`src/rtl/cpu_clk_gen_pkg.sv`:
```
// Shared defaults for the Minisys-1A clock generator: board/output frequencies
// and lock delay, plus the accumulator width helper used by the dividers.
package cpu_clk_gen_pkg;

  localparam int IN_FREQ_DEF     = 100;
  localparam int CPU_FREQ_DEF    = 22;
  localparam int UPG_FREQ_DEF    = 10;
  localparam int LOCK_CYCLES_DEF = 16;

  // acc + INC never exceeds 2*MOD-1 when INC <= MOD, so this width never overflows
  function automatic int acc_width(input int modulus);
    return $clog2(2 * modulus);
  endfunction

endpackage

```
`src/rtl/frac_clk_div.sv`:
```
// Fractional toggle divider: phase accumulator of step INC modulo MOD; the
// output toggles each time the accumulator wraps.
module frac_clk_div
  import cpu_clk_gen_pkg::*;
#(
  parameter int INC = 44,
  parameter int MOD = 100
) (
  input  logic clk_in1,
  input  logic resetn,
  output logic clk_out
);

  localparam int W = acc_width(MOD);
  localparam logic [W-1:0] INC_W = W'(INC);
  localparam logic [W-1:0] MOD_W = W'(MOD);

  if (INC <= 0 || INC > MOD) begin : g_bad_cfg
    $error("frac_clk_div: INC=%0d must be in 1..MOD=%0d", INC, MOD);
  end

  logic [W-1:0] acc;
  logic [W-1:0] sum;
  logic         wrap;

  always_comb begin
    sum  = acc + INC_W;
    wrap = (sum >= MOD_W);
  end

  always_ff @(posedge clk_in1 or negedge resetn) begin
    if (!resetn) begin
      acc     <= '0;
      clk_out <= 1'b0;
    end else begin
      acc <= wrap ? (sum - MOD_W) : sum;
      if (wrap) clk_out <= ~clk_out;
    end
  end

endmodule

```
`src/rtl/cpu_clk_gen.sv`:
```
// Minisys-1A clock generator: CPU and upg clocks from fractional toggle dividers,
// plus a lock indicator raised a fixed number of edges after reset release.
module cpu_clk_gen
  import cpu_clk_gen_pkg::*;
#(
  parameter int IN_FREQ_MHZ   = IN_FREQ_DEF,
  parameter int OUT1_FREQ_MHZ = CPU_FREQ_DEF,
  parameter int OUT2_FREQ_MHZ = UPG_FREQ_DEF,
  parameter int LOCK_CYCLES   = LOCK_CYCLES_DEF
) (
  input  logic clk_in1,
  input  logic resetn,
  output logic clk_out1,
  output logic clk_out2,
  output logic locked
);

  if (OUT1_FREQ_MHZ <= 0 || 2 * OUT1_FREQ_MHZ > IN_FREQ_MHZ) begin : g_bad_out1
    $error("cpu_clk_gen: OUT1_FREQ_MHZ=%0d out of range for IN_FREQ_MHZ=%0d",
           OUT1_FREQ_MHZ, IN_FREQ_MHZ);
  end
  if (OUT2_FREQ_MHZ <= 0 || 2 * OUT2_FREQ_MHZ > IN_FREQ_MHZ) begin : g_bad_out2
    $error("cpu_clk_gen: OUT2_FREQ_MHZ=%0d out of range for IN_FREQ_MHZ=%0d",
           OUT2_FREQ_MHZ, IN_FREQ_MHZ);
  end
  if (LOCK_CYCLES < 1) begin : g_bad_lock
    $error("cpu_clk_gen: LOCK_CYCLES=%0d must be at least 1", LOCK_CYCLES);
  end

  frac_clk_div #(.INC(2 * OUT1_FREQ_MHZ), .MOD(IN_FREQ_MHZ)) u_div_cpu (
    .clk_in1 (clk_in1),
    .resetn  (resetn),
    .clk_out (clk_out1)
  );

  frac_clk_div #(.INC(2 * OUT2_FREQ_MHZ), .MOD(IN_FREQ_MHZ)) u_div_upg (
    .clk_in1 (clk_in1),
    .resetn  (resetn),
    .clk_out (clk_out2)
  );

  localparam int CW = $clog2(LOCK_CYCLES + 1);
  localparam logic [CW-1:0] LOCK_LAST = CW'(LOCK_CYCLES);

  logic [CW-1:0] lock_cnt;

  // Counter saturates at LOCK_CYCLES; locked is sticky until the next reset
  always_ff @(posedge clk_in1 or negedge resetn) begin
    if (!resetn) begin
      lock_cnt <= '0;
      locked   <= 1'b0;
    end else begin
      if (lock_cnt != LOCK_LAST) lock_cnt <= lock_cnt + 1'b1;
      if (lock_cnt == LOCK_LAST - 1'b1) locked <= 1'b1;
    end
  end

endmodule

```
`config.mk`:
```
export PLATFORM = sky130hd
export DESIGN_NAME = cpu_clk_gen
export DESIGN_NICKNAME = d
export VERILOG_FILES = /design/src/rtl/cpu_clk_gen_pkg.sv /design/src/rtl/frac_clk_div.sv /design/src/rtl/cpu_clk_gen.sv
export SDC_FILE = /design/constraint.sdc
export NUM_CORES = 1
export LEC_CHECK = 0
export ABC_AREA = 1
export CELL_PAD_IN_SITES_DETAIL_PLACEMENT = 0
export CELL_PAD_IN_SITES_GLOBAL_PLACEMENT = 1
export CORE_MARGIN = 1.5
export CORE_UTILIZATION = 30
export DETAILED_ROUTE_END_ITERATION = 8
export GPL_TIMING_DRIVEN = 0
export HOLD_SLACK_MARGIN = 0.05
export PLACE_DENSITY_LB_ADDON = 0.1
export SLEW_MARGIN = 5
export SYNTH_ARGS = -nofsm -noshare
export SYNTH_HDL_FRONTEND = slang
export SYNTH_SLANG_ARGS = --single-unit
export TNS_END_PERCENT = 1
```
`constraint.sdc`:
```
create_clock -name clk_in1 -period 1.73 [get_ports clk_in1]
set_input_delay 0.2595 -clock clk_in1 [delete_from_list [all_inputs] [get_ports clk_in1]]
set_output_delay 0.2595 -clock clk_in1 [all_outputs]
set_load 0.02 [all_outputs]
```
==> results of run 1 <==
## worst paths after layout
| path | startpoint | endpoint | cells after the start |
|---|---|---|---|
| hold reg to reg | locked | locked | 1 |
| min in group asynchronous | resetn | u_div_cpu.acc[4] | 1 |
| setup / recovery | u_div_cpu.acc[2] | u_div_cpu.acc[3] | 11 |
| setup reg to reg | u_div_cpu.acc[2] | u_div_cpu.acc[3] | 11 |
| hold / removal | locked | locked | 1 |
| max in group asynchronous | resetn | u_div_cpu.acc[2] | 1 |
## registers in the layout, summed over array words and instances, names as in the netlist
signal,count
u_div_upg.acc,6
u_div_cpu.acc,6
u_div_upg.clk_out,1
lock_cnt,5
locked,1
u_div_cpu.clk_out,1
## report_power, final
group	internal, mW	switching (mW)
logic	0.00198	0.00931
registers	0.467	0
clock network	0.203	0.158
total	0.672	0.167
## cell usage in the layout, fill, tap and decap left out, drive strengths merged
cell type,instances
o21ai,4
inv,27
nand3b,3
xor2,4
nand4,1
buf,2
nand3,21
ha,8
xnor2,2
nand2,69
and3,1
nor3b,1
clkdlybuf4s50,4
or2,2
nor2,13
dfrtp,20
clkbuf,4
## through the flow
| step | utilization (%) | hold WS [ns] | cell area (um^2) | std cells |
|---|---|---|---|---|
| 6_report | 36.41 | 0.4742 | 1488 | 236 |
| 5_1_grt | 36.41 | 0.4889 | 1488 | 236 |
| 4_1_cts | 35.88 | 0.4832 | 1466 | 234 |
| 3_5_place_dp | 34.54 | 0.4634 | 1411 | 230 |
| 3_3_place_gp | 34.54 | 0.4514 | 1411 | 230 |
| 2_1_floorplan | - | -0.03609 | 1309 | 176 |
## critical path: stages (launching register included)
cell and delay (ns):
dfrtp_2 0.43, inv_1 0.10, ha_1 0.19, inv_1 0.06, nand2_2 0.09, nand2_1 0.07
nand2_1 0.07, nand2_2 0.09, nand3_4 0.16, nand2_4 0.09, nand2_1 0.07, nand2_1 0.05
## timing repair
action | 4_1_cts | 5_1_grt
endpoints found under the hold margin | 0 | 0
setup endpoints to repair | 0 | 7
gates resized for setup | 0 | 3
setup buffers | 0 | 2
## kinds of logic after synthesis
| group | Yosys count |
|---|---|
| buffers and inverters | 27 |
| adder cells (fa/ha/maj) | 8 |
| flip-flops | 20 |
| XOR/XNOR | 6 |
| AND/OR/NAND/NOR | 111 |
| AO/OA/AOI/OAI | 4 |
## routing by layer
layer | up-vias | global-route usage [%] | routed length (um)
li1 | 561 | - | -
met2 | 4 | 20.83 | 1197
met1 | 474 | 12.45 | 1180
met3 | 2 | 3.070 | 60
met5 | - | 0 | 0
met4 | 0 | 2.614 | 17
## final cells by class
type / count / area (um^2) / share of cell area, %
repair buffers: 6 / 55.05 / 3.701
well taps: 50 / 62.56 / 4.205
multi-input cells: 129 / 711.9 / 47.86
flip-flops and latches: 20 / 501.7 / 33.73
inverters: 27 / 101.3 / 6.812
clock buffers: 4 / 55.05 / 3.701
==> results.tsv, run 1 <==
metric	value	unit
largest family of logic cells by synthesized area	simple AND/OR/NAND/NOR gates	
Mapped Avg Cell Area	7.436	um^2
drt total wl	2456	um
CP startpoint kind	flip-flop	
Worst EP arrival	1.73	ns
initial antenna violation count	0	
R2R Setup Slk	0.15	ns
critical path data required time	1.88	ns
compound-gate portion of the synthesized area	1.816	%
Worst-Skew Late Latency	0.26	ns
CTS Buffer Depth	2	
Root Buffer	clkbuf_8	
DR vias	1041	
most frequent cell after synthesis	nand2_1	
# IOs	5	
TNS Setup	0	ns
Detail Route Antenna Nets	0	
core area	4086	um^2
DP HPWL	1884	um
peak supply drop	0.4162	mV
synth top area cells	dfrtp_1 (38%), nand2_1 (18%), ha_1 (7.6%)	
Synth cell types	21	
Net Count, Synth	186	
Final min period	1.579	ns
Critical Path Sink Type	flip-flop	
setup slack after layout	0.1511	ns
gr ovfl total	0	
Netlist Area Pre-Place	1309	um^2
Setup Viol. Count Final	0	
number of synthesis warnings	0	
DRT Pass-1 Iters	4	
post-synthesis sequential area ratio	38.24	%
CTS tree	yes	
Critical Path Fanout Max	8	
Die Wd	69.05	um
die area	4768	um^2
top cell type by total area after synthesis	dfrtp_1	
H-Tree Depth	1	
PwrDens	563.8	nW/um^2
mux cell area share after synthesis	0	%
top cells by count, synth	nand2_1 (62), dfrtp_1 (20), inv_1 (20)	
Final Hold Viols	0	
fmax	633.4	MHz
Iter 0 DRT Violations	26	
DR DRC count	0	
vias in the first global route	1056	
largest net degree at the start of global routing	21	
Die Span Y	69.05	um
Critical Setup Path Class	flip-flop to flip-flop	
Layout Skew	0.005459	ns
Max-Cap Viols	0	
Leak	0.8132	nW
Post-Synth Simple-Gate Area	40.54	%
XOR/XNOR Fraction of Synth Area	4.015	%
wire per inst	10.41	um
Post-Synth Adder-Cell Area	7.648	%
Async S/R FF share, synth	100.0	%
final net count	197	
Slew Limit Headroom	36.52	%
Antenna Cells	0	
Syn Inst Count	176	
synthesis-stage register bit count	20	
Min-Delay Path Class	flip-flop to flip-flop	
Total GRT Usage	11.17	%
Pwr Total	838.7	uW
CTS Hold Bufs	0	
Synth top area share	38.24	%
Placer Congestion	0.7778	
Final Slew Violations	0	
port bufs	4	
first-pass GRT wire length	4388	um
# clock sinks	20	
fill count	441	
fin crit share	91.27	%
total CTS buffers	3	
Main synth FF type	dfrtp_1	
P&R area growth vs syn	13.67	%
outcome	finished, final reports clean	
layout cells sized above 1	15.59	%
Post-synth EDFFs	0	
Initial Utilization	32.03	%
RSZ-0062 raised after global routing	no	
Slew @ Worst Pin	0.9492	ns
Place WS	0.04145	ns
Clock transition at path regs	0.08	ns
vias per cell	4.411	
FP Rows	23	
Power figures use the tool's default switching activity.
==> inputs of run 2 (changes only) <==
CORE_UTILIZATION = 44   (was 30)
==> run 2 against run 1 <==
Routed wire length is 5.4% lower. First-iteration DRC count grew to 2.6 times the previous value. Core utilization is 16 points higher. Critical path type is now flip-flop to primary output. Clock skew is 0.0031 ns lower. Worst hold slack worse by 0.022 ns. Largest power group unchanged.
==> results.tsv, run 2 (synthesis gave the netlist of run 1 again) <==
metric	value	unit	change
Max-Cap Viols	0		unchanged
register area	503.0	um^2	was 501.7 um^2
outcome	finished, final reports clean		unchanged
commonest non-fill, non-tap cell in the layout	nand2_1		unchanged
fmax	637.0	MHz	was 633.4 MHz
vias in the first global route	1067		was 1056
DRT Pass-1 Iters	4		unchanged
Bufs and invs on worst path	1		was 2
final net count	197		unchanged
layout cells sized above 1	15.59	%	unchanged
die area	3311	um^2	was 4768 um^2
peak supply drop	0.3632	mV	was 0.4162 mV
Die Wd	57.54	um	was 69.05 um
critical path data required time	1.47	ns	was 1.88 ns
drt total wl	2323	um	was 2456 um
Worst path max stage delay	0.62	ns	was 0.43 ns
CTS Hold Bufs	0		unchanged
R2R Setup Slk	0.18	ns	was 0.15 ns
r2r worst-path depth	11		unchanged
RR Startpoint	u_div_cpu.acc[2]		unchanged
Antenna Cells	0		unchanged
Initial Utilization	47.05	%	was 32.03%
Min-Delay Path Class	input pin to async pin		was flip-flop to flip-flop
Layout Skew	0.002403	ns	was 0.005459 ns
total CTS buffers	3		unchanged
Die Span Y	57.54	um	was 69.05 um
top flop regs	u_div_cpu.acc: 6 flops, u_div_upg.acc: 6 flops, lock_cnt: 5 flops		unchanged
gr ovfl total	0		unchanged
DP HPWL	1794	um	was 1884 um
worst path cell trace	clkdlybuf4s50_1		was inv_1, ha_1, inv_1, nand2_2, nand2_1, nand2_1, nand2_2, nand3_4, nand2_4, nand2_1, nand2_1
# IOs	5		unchanged
highest-count cells in the layout ignoring fill and taps	nand2_1 (61), inv_1 (20), nand3_1 (19), dfrtp_1 (18), nor2_1 (11)		was nand2_1 (60), inv_1 (20), nand3_1 (19), dfrtp_1 (19), nor2_1 (11)
Total GRT Usage	17.79	%	was 11.17%
Worst EP arrival	1.31	ns	was 1.73 ns
port bufs	4		unchanged
Pwr Total	751.8	uW	was 838.7 uW
Leak	0.8042	nW	was 0.8132 nW
Critical Path Sink Type	primary output		was flip-flop
initial antenna violation count	0		unchanged
Detail Route Antenna Nets	0		unchanged
Iter 0 DRT Violations	67		was 26
wire per inst	10.71	um	was 10.41 um
Root Buffer	clkbuf_4		was clkbuf_8
crit-path leading delay family	buffers and inverters		was simple AND/OR/NAND/NOR gates
fin area	1444	um^2	was 1488 um^2
# clock sinks	20		unchanged
Critical Path Fanout Max	3		was 8
CTS Buffer Depth	2		unchanged
Placed Area	1388	um^2	was 1411 um^2
Final min period	1.570	ns	was 1.579 ns
PwrDens	520.7	nW/um^2	was 563.8 nW/um^2
Final Util	51.91	%	was 36.41%
setup slack after layout	0.1602	ns	was 0.1511 ns
Clock transition at path regs	0.12	ns	was 0.08 ns
Place WS	0.07394	ns	was 0.04145 ns
Setup Viol. Count Final	0		unchanged
DR DRC count	0		unchanged
CP startpoint kind	flip-flop		unchanged
Placer Congestion	0.8298		was 0.7778
Worst-Skew Late Latency	0.30	ns	was 0.26 ns
multi-input combinational cell area	709.4	um^2	was 711.9 um^2
fin crit share	90.74	%	was 91.27%
largest net degree at the start of global routing	21		unchanged
FF-to-FF End	u_div_cpu.acc[6]		was u_div_cpu.acc[3]
Slew Limit Headroom	39.75	%	was 36.52%
Slowest-stage cell, CP	clkdlybuf4s50_1		was dfrtp_2
Slew @ Worst Pin	0.9010	ns	was 0.9492 ns
fill count	273		was 441
Final Hold Viols	0		unchanged
first-pass GRT wire length	4602	um	was 4388 um
final hold slack	0.4519	ns	was 0.4742 ns
Critical Setup Path Class	flip-flop to primary output		was flip-flop to flip-flop
core area	2781	um^2	was 4086 um^2
H-Tree Depth	1		unchanged
DR vias	1074		was 1041
CTS tree	yes		unchanged
RSZ-0062 raised after global routing	yes		was no
vias per cell	4.949		was 4.411
FP Rows	19		was 23
Final Slew Violations	0		unchanged
P&R area growth vs syn	10.32	%	was 13.67%
run 2: cell type report:
type,instances,share of cell area (%)
clock buffer,4,2.513
multi-input combinational,129,49.13
tap,31,2.686
inverter,27,7.019
sequential,20,34.84
timing repair buffer,6,3.813
run 2: worst max path at each step:
stage                      startpoint                to  slack [ns]  cells after the start
floorplan            u_div_cpu.acc[2]  u_div_cpu.acc[7]        0.27                      9
global placement     u_div_cpu.acc[2]  u_div_cpu.acc[7]        0.10                      9
detailed placement   u_div_cpu.acc[2]  u_div_cpu.acc[6]        0.07                     10
CTS                  u_div_cpu.acc[2]  u_div_cpu.acc[6]        0.05                     10
global route         u_div_cpu.acc[2]  u_div_cpu.acc[7]       -0.02                     10
finish              u_div_cpu.clk_out          clk_out1        0.16                      1
run 2: per-layer routing:
layer / global-route usage (%) / share of wire [%] / up-vias
met5: 0 / 0 / -
met4: 7.309 / 0.77 / 0
met3: 3.628 / 3.4 / 2
li1: - / - / 563
met1: 22.49 / 47 / 499
met2: 29.55 / 49 / 10
run 2: power breakdown:
group	total, mW	internal [mW]	leakage [nW]	switching, mW
logic	0.0108	0.00198	0.550	0.00884
registers	0.467	0.467	0.233	0
clock network	0.274	0.128	0.0210	0.145
run 2: repair_timing:
action,CTS,global route
setup endpoints to repair,0,12
resized for setup,0,3
setup buffers,0,2
hold endpoints to repair,0,0
run 2: through the flow:
stage                     instances  setup TNS, ns
after floorplan                 176              0
after global routing            217       -0.03481
after detailed placement        211              0
final                           217              0
after global placement          211              0
after CTS                       215              0
==> inputs of run 3 (changes only) <==
clock period = 1.7 ns   (was 1.73 ns; I/O delays follow)
==> run 3 against run 2 <==
Combinational power about the same. Power rose by 2.0%. Core utilization grew 0.090 points. Worst setup slack lost 0.028 ns. Largest cell class unchanged.
==> results.tsv, run 3 (synthesis gave the netlist of run 1 again) <==
metric	value	unit	change
commonest non-fill, non-tap cell in the layout	nand2_1		unchanged
fill count	271		was 273
Slew @ Worst Pin	0.9001	ns	was 0.9010 ns
Die Span Y	57.54	um	unchanged
Leak	0.8037	nW	was 0.8042 nW
CP startpoint kind	flip-flop		unchanged
port bufs	4		unchanged
Worst EP arrival	1.31	ns	about the same
Placed Area	1388	um^2	unchanged
vias in the first global route	1067		unchanged
Slowest-stage cell, CP	clkdlybuf4s50_1		unchanged
core area	2781	um^2	unchanged
worst path cell trace	clkdlybuf4s50_1		unchanged
FF-to-FF End	u_div_upg.acc[6]		was u_div_cpu.acc[6]
fin crit share	92.23	%	
initial antenna violation count	0		unchanged
FP Rows	19		unchanged
# clock sinks	20		unchanged
H-Tree Depth	1		unchanged
DRT Pass-1 Iters	4		unchanged
Worst path max stage delay	0.62	ns	about the same
CTS Buffer Depth	2		unchanged
Critical Path Fanout Max	3		unchanged
Layout Skew	0.0008422	ns	was 0.002403 ns
critical path data required time	1.44	ns	was 1.47 ns
largest net degree at the start of global routing	21		unchanged
# IOs	5		unchanged
fin area	1446	um^2	was 1444 um^2
DP HPWL	1794	um	unchanged
DR DRC count	0		unchanged
Root Buffer	clkbuf_4		unchanged
fmax	637.8	MHz	
RR Startpoint	u_div_upg.acc[2]		was u_div_cpu.acc[2]
RSZ-0062 raised after global routing	no		was yes
first-pass GRT wire length	4602	um	unchanged
Critical Path Sink Type	primary output		unchanged
Setup Viol. Count Final	0		unchanged
total CTS buffers	3		unchanged
Final min period	1.568	ns	
TNS Setup	0	ns	unchanged
Min-Delay Path Class	input pin to async pin		unchanged
Placer Congestion	0.8298		unchanged
Iter 0 DRT Violations	62		was 67
Detail Route Antenna Nets	0		unchanged
crit-path leading delay family	buffers and inverters		unchanged
Bufs and invs on worst path	1		unchanged
PwrDens	530.4	nW/um^2	was 520.7 nW/um^2
Initial Utilization	47.05	%	unchanged
Critical Setup Path Class	flip-flop to primary output		unchanged
R2R Setup Slk	0.16	ns	was 0.18 ns
die area	3311	um^2	unchanged
drt total wl	2344	um	was 2323 um
P&R area growth vs syn	10.52	%	was 10.32%
CTS Hold Bufs	0		unchanged
Worst-Skew Late Latency	0.30	ns	about the same
gr ovfl total	0		unchanged
Final Slew Violations	0		unchanged
Die Wd	57.54	um	unchanged
highest-count cells in the layout ignoring fill and taps	nand2_1 (60), inv_1 (20), nand3_1 (19), dfrtp_1 (18), nor2_1 (11)		was nand2_1 (61), inv_1 (20), nand3_1 (19), dfrtp_1 (18), nor2_1 (11)
layout cells sized above 1	16.13	%	was 15.59%
DR vias	1064		was 1074
wire per inst	10.80	um	was 10.71 um
setup slack after layout	0.1322	ns	was 0.1602 ns
CTS tree	yes		unchanged
top flop regs	u_div_cpu.acc: 6 flops, u_div_upg.acc: 6 flops, lock_cnt: 5 flops		unchanged
Place WS	0.04394	ns	was 0.07394 ns
Total GRT Usage	17.79	%	unchanged
outcome	finished, final reports clean		unchanged
r2r worst-path depth	9		was 11
Clock transition at path regs	0.12	ns	about the same
Antenna Cells	0		unchanged
vias per cell	4.903		was 4.949
Slew Limit Headroom	39.81	%	was 39.75%
peak supply drop	0.3696	mV	was 0.3632 mV
Max-Cap Viols	0		unchanged
final net count	197		unchanged
Final Hold Viols	0		unchanged
==> run 3: changes by cell type in the layout (fill, tap and decap cells not counted) <==
cell,before,now
nand2_1,61,60
nand2_2,5,6
==> run 3: layer usage <==
layer,up-vias,global-route usage (%),routed length (um)
met5,-,0,0
met4,0,7.309,18
met3,2,3.628,87
met2,11,29.55,1125
met1,489,22.49,1113
li1,562,-,-
==> run 3: worst max-delay path by stage <==
stage | startpoint | endpoint | slack, ns | cells past startpoint
after detailed placement | u_div_cpu.acc[2] | u_div_cpu.acc[6] | 0.04 | 10
after global placement | u_div_cpu.acc[2] | u_div_cpu.acc[7] | 0.07 | 9
after floorplan | u_div_cpu.acc[2] | u_div_cpu.acc[7] | 0.24 | 9
final | u_div_cpu.clk_out | clk_out1 | 0.13 | 1
after global routing | u_div_cpu.acc[2] | u_div_cpu.acc[7] | 0.004 | 10
after CTS | u_div_cpu.acc[2] | u_div_cpu.acc[6] | 0.02 | 10
==> run 3: what timing repair did <==
item	4_1_cts	5_1_grt
endpoints found under the setup margin	0	14
setup buffers	0	2
gates resized for setup	0	4
==> run 3: metrics by stage <==
stage	total power, mW	hold slack, ns	utilization (%)	cells
2_1_floorplan	0.4849	-0.04059	-	176
6_report	0.7671	0.4469	52.00	217
4_1_cts	0.7872	0.4797	51.19	215
5_1_grt	0.8031	0.5126	52.00	217
3_5_place_dp	0.4970	0.4580	49.89	211
3_3_place_gp	0.4966	0.4638	49.89	211
==> run 3: cell type report <==
class	instances	area, um^2	area share, %
Multi-Input combinational cell	129	711.9	49.22
Tap cell	31	38.79	2.682
Clock buffer	4	36.28	2.509
Timing Repair Buffer	6	55.05	3.806
Inverter	27	101.3	7.007
Sequential cell	20	503.0	34.77
==> run 3: power breakdown <==
group	switching (mW)	internal, mW	leakage, nW	total (mW)
registers	0	0.476	0.233	0.476
clock network	0.150	0.131	0.0210	0.281
logic	0.00899	0.00202	0.550	0.0110
total	0.159	0.608	0.804	0.767
